<file path="src/rtl/onewire_master.sv">
// onewire_master
//   Single-wire bus master. It drives the D/E/Y side of a bidirectional pad
//   in open-drain fashion: D is tied low, and E pulls the line low when high.
//   It runs bus reset/presence, write-byte and read-byte transactions behind
//   a valid/ready command interface. All slot timing is counted in clock cycles.
//
// Ports
//   CLK, RESET        clock; asynchronous active-high reset
//   CMD_VALID/READY   command handshake (accepted when both are high)
//   CMD_OP            00 bus reset, 01 write byte, 10 read byte, 11 no-op
//   CMD_DATA          byte to write, sent LSB first
//   RSP_VALID         one-cycle completion pulse
//   RSP_DATA          read byte (bit i = slot i), 0 for other ops
//   RSP_PRESENCE      slave presence seen during a bus reset
//   BUSY              transaction in progress
//   IO_D, IO_E, IO_Y  pad data (always 0), pad enable (1 = pull low), line level
//
// State      | meaning
// S_IDLE     | ready for a command
// S_RST_LOW  | bus held low for the reset pulse
// S_RST_HIGH | bus released, presence sampled
// S_SLOT     | one bit slot (low phase, then released)
// S_RECOVER  | released recovery gap after a slot
// S_DONE     | issue the response pulse

module onewire_master #(
    parameter int T_RSTL = 24000,
    parameter int T_RSTH = 24000,
    parameter int T_PDS  = 3500,
    parameter int T_SLOT = 3500,
    parameter int T_LOW0 = 3000,
    parameter int T_LOW1 = 300,
    parameter int T_RDS  = 750,
    parameter int T_REC  = 500
) (
    input  logic       CLK,
    input  logic       RESET,
    input  logic       CMD_VALID,
    output logic       CMD_READY,
    input  logic [1:0] CMD_OP,
    input  logic [7:0] CMD_DATA,
    output logic       RSP_VALID,
    output logic [7:0] RSP_DATA,
    output logic       RSP_PRESENCE,
    output logic       BUSY,
    output logic       IO_D,
    output logic       IO_E,
    input  logic       IO_Y
);

    localparam int MAX_A  = (T_RSTL > T_RSTH) ? T_RSTL : T_RSTH;
    localparam int MAX_B  = (T_SLOT > T_REC)  ? T_SLOT : T_REC;
    localparam int MAX_T  = (MAX_A > MAX_B)   ? MAX_A  : MAX_B;
    localparam int CW     = $clog2(MAX_T) + 1;

    localparam logic [1:0] OP_RESET = 2'b00;
    localparam logic [1:0] OP_WRITE = 2'b01;
    localparam logic [1:0] OP_READ  = 2'b10;

    typedef enum logic [2:0] {
        S_IDLE, S_RST_LOW, S_RST_HIGH, S_SLOT, S_RECOVER, S_DONE
    } state_t;

    state_t          r_state;
    logic [CW-1:0]   r_cnt;
    logic [2:0]      r_idx;
    logic [1:0]      r_op;
    logic [7:0]      r_data;
    logic [7:0]      r_shift;
    logic            r_pres;
    logic            r_y_meta;
    logic            r_y_sync;
    logic            r_io_e;
    logic            r_cmd_ready;
    logic            r_busy;
    logic            r_rsp_valid;
    logic [7:0]      r_rsp_data;
    logic            r_rsp_pres;
    logic [CW-1:0]   w_low_cur;
    logic [CW-1:0]   w_low_next;

    // Write-0 bits hold the line low long; read and write-1 bits only pulse it.
    function automatic logic [CW-1:0] f_low(input logic [1:0] op, input logic b);
        return (op == OP_WRITE && !b) ? CW'(T_LOW0) : CW'(T_LOW1);
    endfunction

    assign w_low_cur  = f_low(r_op, r_data[r_idx]);
    assign w_low_next = f_low(r_op, r_data[r_idx + 3'd1]);

    always_ff @(posedge CLK or posedge RESET) begin
        if (RESET) begin
            r_state     <= S_IDLE;
            r_cnt       <= '0;
            r_idx       <= '0;
            r_op        <= '0;
            r_data      <= '0;
            r_shift     <= '0;
            r_pres      <= 1'b0;
            r_y_meta    <= 1'b1;
            r_y_sync    <= 1'b1;
            r_io_e      <= 1'b0;
            r_cmd_ready <= 1'b1;
            r_busy      <= 1'b0;
            r_rsp_valid <= 1'b0;
            r_rsp_data  <= '0;
            r_rsp_pres  <= 1'b0;
        end else begin
            r_y_meta <= IO_Y;
            r_y_sync <= r_y_meta;
            case (r_state)
                S_IDLE: begin
                    r_rsp_valid <= 1'b0;
                    if (CMD_VALID && r_cmd_ready) begin
                        r_cmd_ready <= 1'b0;
                        r_busy      <= 1'b1;
                        r_op        <= CMD_OP;
                        r_data      <= CMD_DATA;
                        r_idx       <= '0;
                        r_cnt       <= '0;
                        r_shift     <= '0;
                        r_pres      <= 1'b0;
                        // IO_E is registered, so the low phase is launched
                        // together with the state change to keep widths exact.
                        case (CMD_OP)
                            OP_RESET: begin
                                r_state <= S_RST_LOW;
                                r_io_e  <= 1'b1;
                            end
                            OP_WRITE, OP_READ: begin
                                r_state <= S_SLOT;
                                r_io_e  <= (f_low(CMD_OP, CMD_DATA[0]) != '0);
                            end
                            default: r_state <= S_DONE;
                        endcase
                    end else begin
                        r_cmd_ready <= 1'b1;
                    end
                end
                S_RST_LOW: begin
                    if (r_cnt == CW'(T_RSTL - 1)) begin
                        r_state <= S_RST_HIGH;
                        r_cnt   <= '0;
                        r_io_e  <= 1'b0;
                    end else begin
                        r_cnt <= r_cnt + CW'(1);
                    end
                end
                S_RST_HIGH: begin
                    if (r_cnt == CW'(T_PDS))
                        r_pres <= ~r_y_sync;
                    if (r_cnt == CW'(T_RSTH - 1)) begin
                        r_state <= S_DONE;
                        r_cnt   <= '0;
                    end else begin
                        r_cnt <= r_cnt + CW'(1);
                    end
                end
                S_SLOT: begin
                    if (r_op == OP_READ && r_cnt == CW'(T_RDS))
                        r_shift[r_idx] <= r_y_sync;
                    if (r_cnt == CW'(T_SLOT - 1)) begin
                        r_state <= S_RECOVER;
                        r_cnt   <= '0;
                        r_io_e  <= 1'b0;
                    end else begin
                        r_cnt  <= r_cnt + CW'(1);
                        r_io_e <= ((r_cnt + CW'(1)) < w_low_cur);
                    end
                end
                S_RECOVER: begin
                    if (r_cnt == CW'(T_REC - 1)) begin
                        r_cnt <= '0;
                        if (r_idx == 3'd7) begin
                            r_state <= S_DONE;
                        end else begin
                            r_idx   <= r_idx + 3'd1;
                            r_state <= S_SLOT;
                            r_io_e  <= (w_low_next != '0);
                        end
                    end else begin
                        r_cnt <= r_cnt + CW'(1);
                    end
                end
                S_DONE: begin
                    r_rsp_valid <= 1'b1;
                    r_rsp_data  <= (r_op == OP_READ)  ? r_shift : 8'h00;
                    r_rsp_pres  <= (r_op == OP_RESET) ? r_pres  : 1'b0;
                    r_busy      <= 1'b0;
                    r_state     <= S_IDLE;
                end
                default: r_state <= S_IDLE;
            endcase
        end
    end

    assign CMD_READY    = r_cmd_ready;
    assign BUSY         = r_busy;
    assign RSP_VALID    = r_rsp_valid;
    assign RSP_DATA     = r_rsp_data;
    assign RSP_PRESENCE = r_rsp_pres;
    assign IO_E         = r_io_e;
    assign IO_D         = 1'b0;

endmodule

</file>
<file path="config.mk">
export PLATFORM = sky130hd
export DESIGN_NAME = onewire_master
export DESIGN_NICKNAME = d
export VERILOG_FILES = /design/src/rtl/onewire_master.sv
export SDC_FILE = /design/constraint.sdc
export NUM_CORES = 1
export LEC_CHECK = 0
export CAP_MARGIN = 20
export CORE_ASPECT_RATIO = 1.25
export CORE_MARGIN = 4
export CORE_UTILIZATION = 26
export CTS_CLUSTER_DIAMETER = 50
export DETAILED_ROUTE_END_ITERATION = 8
export MAX_ROUTING_LAYER = met4
export PLACE_DENSITY = 0.48
export SYNTH_ARGS = -nofsm -noshare
export SYNTH_HDL_FRONTEND = slang
export SYNTH_SLANG_ARGS = --single-unit
</file>
<file path="constraint.sdc">
create_clock -name CLK -period 3 [get_ports CLK]
set_input_delay 0.9 -clock CLK [delete_from_list [all_inputs] [get_ports CLK]]
set_output_delay 0.9 -clock CLK [all_outputs]
set_load 0.005 [all_outputs]
</file>
==> results.tsv <==
stage	metric	value	unit
status	status	completed	
finish	final_cell_mix	53 x dfrtp_1, 40 x o21ai_0, 35 x nand2_1	
yosys	synth_seq_area_share	43.53	%
placed_design	gp_congestion	0.8924	
detailed_routing	dr.pass1.iters	4	
timing	fin_skew	0.006322	ns
job	max_cap_viol_count	0	
detailed_routing	ant_nets	0	
clocking	holdBufCountCts	0	
clocking	clkSlewWorstSetupHoldPaths	0.07	ns
die	rows	45	
worst_setup_path	cp_slowest_cell	dfrtp_1	
timing	final_max_slew_viol_count	0	
clocking	cts_buffers	5	
grt	grt_pass1_wl	13.31	mm
yosys	syn-num-nets	376	
grt	grt_util_all_layers	11.76	%
detailed_routing	dr_total_vias	2654	
placed_design	io_buffer_count	26	
timing	worst_pin_slew	0.6164	ns
timing	setup_viol	0	
worst_setup_path	r2r_setup_slack	0.26	ns
clocking	clock_path_buffers	2	
die	die_h	132.6	um
detailed_routing	drc	0	
finish	drive_above_1_share	11.55	%
worst_setup_path	required	3.22	ns
timing	fin_crit	2.745	ns
die	ios	28	
die	die_area	14270	um2
yosys	synth-main-ff-cell	dfrtp_1	
power	power.leakage	0.001627	uW
clocking	cts_setup_buffers	0	
detailed_routing	viasPerCell	4.870	
timing	setup_tns	0	ns
worst_setup_path	cp-end-kind	flip-flop	
clocking	cts_tree	built	
clocking	clock-sinks	56	
clocking	insertion_delay	0.29	ns
timing	rsz0062_at_grt	no	
clocking	post_cts_resize_count	0	
detailed_routing	drt_iter0_drc	83	
finish	multi_input_area	1667	um2
worst_setup_path	setup.worst_path.start_class	flip-flop	
yosys	ys_async_sr_fraction	100.0	%
yosys	synth_edf_count	0	
timing	fin_crit_sh	91.49	%
grt	grt_start_max_net_pins	57	
worst_setup_path	path_class	reg2reg	
finish	fill_cells	1311	
clocking	cts_max_level	2	
worst_setup_path	worstPathArrival	2.96	ns
yosys	syn_inst	351	
grt	overflow	0	
timing	fmax	0.3643	GHz
finish	area.sequential	1405	um2
finish	fin_nets	405	
grt	antenna_found_initial	0	
finish	final_common_cell	dfrtp_1	
placed_design	placed_area	3740	um2
detailed_routing	wl_per_cell	14.33	um
die	core-area	12160	um2
power	total_power	3062	uW
yosys	ys_ff_latch	56	
die	start_util	26.54	%
yosys	synth_warnings	0	
power	vdd_ir_drop_max	0.0002823	V
yosys	synth_area	3228	um2
worst_setup_path	crit_fanout	9	
clocking	cts_root_buf	clkbuf_16	
finish	n_antenna_cell	0	
worst_setup_path	cp_cell_sequence	and3b_1, a211o_1, a2111oi_1, inv_1, ha_1, nand2b_1, mux2i_1, a311oi_1, a21oi_1, o21ai_0	
placed_design	detailedPlacementHpwl	5.821	mm
detailed_routing	wirelength	7.811	mm
finish	area_delta_synth_final	20.97	%
timing	maxSlewHeadroom	58.53	%
timing	hold_violations	0	
yosys	synth_cell_types	57	
yosys	avgSynthCellArea	9.197	um2
finish	design_area	3905	um2
die	die_x	107.7	um
power	powerDensity	784.0	nW/um2
worst_setup_path	max_stage_delay	0.49	ns
grt	grt_pass1_vias	2596	
hold_path	hp-class	reg2reg	
==> Yosys cell counts, types with 4 or more instances <==
master	instances	area share (%)
a21o_1	5	1.2
a21oi_1	12	1.9
a22o_1	8	2.2
a31oi_1	7	1.4
and2_1	4	0.78
and3_1	4	0.78
clkbuf_1	14	1.6
dfrtp_1	53	41
ha_1	11	4.3
inv_1	17	2.0
mux2_2	9	3.1
mux2i_1	6	1.9
nand2_1	35	4.1
nand3_1	16	2.5
nand3b_1	4	0.93
nand4_1	5	0.97
nor2_1	21	2.4
nor3_1	6	0.93
o21ai_0	40	6.2
o21ai_1	4	0.62
o31ai_1	6	1.4
xnor2_1	8	2.2
xor2_1	4	1.1
==> where the power goes <==
part	internal [uW]	switching, uW	total (uW)
sequential	927	165	1090
combinational	584	726	1310
clock	393	266	659
total	1900	1160	3060
==> per-stage QoR <==
step	hold slack, ns	util, %	cells	setup slack (ns)
finish	0.3639	32.11	545	0.2552
CTS	0.3665	32.10	545	0.06352
global placement	0.3486	30.75	537	0.2185
floorplan	0.3452	-	351	0.4231
global route	0.3619	32.11	545	0.0008176
detailed placement	0.3487	30.75	537	0.09323
==> cells by family after synthesis <==
kind of cell / Yosys count / share of synthesized area [%]
simple gates: 115 / 17.83
buf+inv: 38 / 4.883
xor+xnor: 12 / 3.256
flops: 56 / 43.53
compound gates: 103 / 21.13
mux: 15 / 5.000
other cells: 1 / 0.1162
fa+ha+maj: 11 / 4.264
==> per-layer routing <==
layer | GRT usage [%] | vias up | routed length (um)
li1 | - | 1323 | -
met1 | 14.05 | 1276 | 3391
met2 | 19.88 | 43 | 4028
met3 | 2.001 | 12 | 228
met4 | 4.000 | 0 | 162
met5 | - | - | 0
==> cell type report <==
class                           instances  share of cell area (%)
Clock buffer                            6                   3.300
Clock inverter                          2                  0.8971
Inverter                               17                   1.634
Multi-Input combinational cell        257                   42.68
Sequential cell                        56                   35.98
Tap cell                              164                   5.255
Timing Repair Buffer                   43                   10.25
==> final timing paths <==
| kind | from | end | cells past startpoint |
|---|---|---|---|
| worst max-delay path | r_idx[1] | IO_E | 10 |
| worst min-delay path | r_y_meta | r_y_sync | 0 |
| worst max register to register | r_idx[1] | IO_E | 10 |
| worst min register to register | r_y_meta | r_y_sync | 0 |
| max in group asynchronous | RESET | CMD_READY | 3 |
| min in group asynchronous | RESET | r_cnt[14] | 3 |
==> critical path: cells and delay by family (launching register included) <==
family | cells | cell delay, ns
AND/OR/NAND/NOR | 2 | 0.33
multiplexers | 1 | 0.06
AO/OA/AOI/OAI | 5 | 1.20
adder cells (fa/ha/maj) | 1 | 0.38
flip-flops | 1 | 0.49
buffers and inverters | 1 | 0.20
==> state kept, by name, summed over array words and instances (netlist names) <==
signal and cells:
r_cnt 16, RSP_DATA 8, r_data 8, r_shift 8, r_idx 3, r_state 3, r_op 2, BUSY 1
CMD_READY 1, IO_E 1, RSP_PRESENCE 1, RSP_VALID 1, r_pres 1, r_y_meta 1, r_y_sync 1
Note: power is estimated with default switching activity, not from simulation.
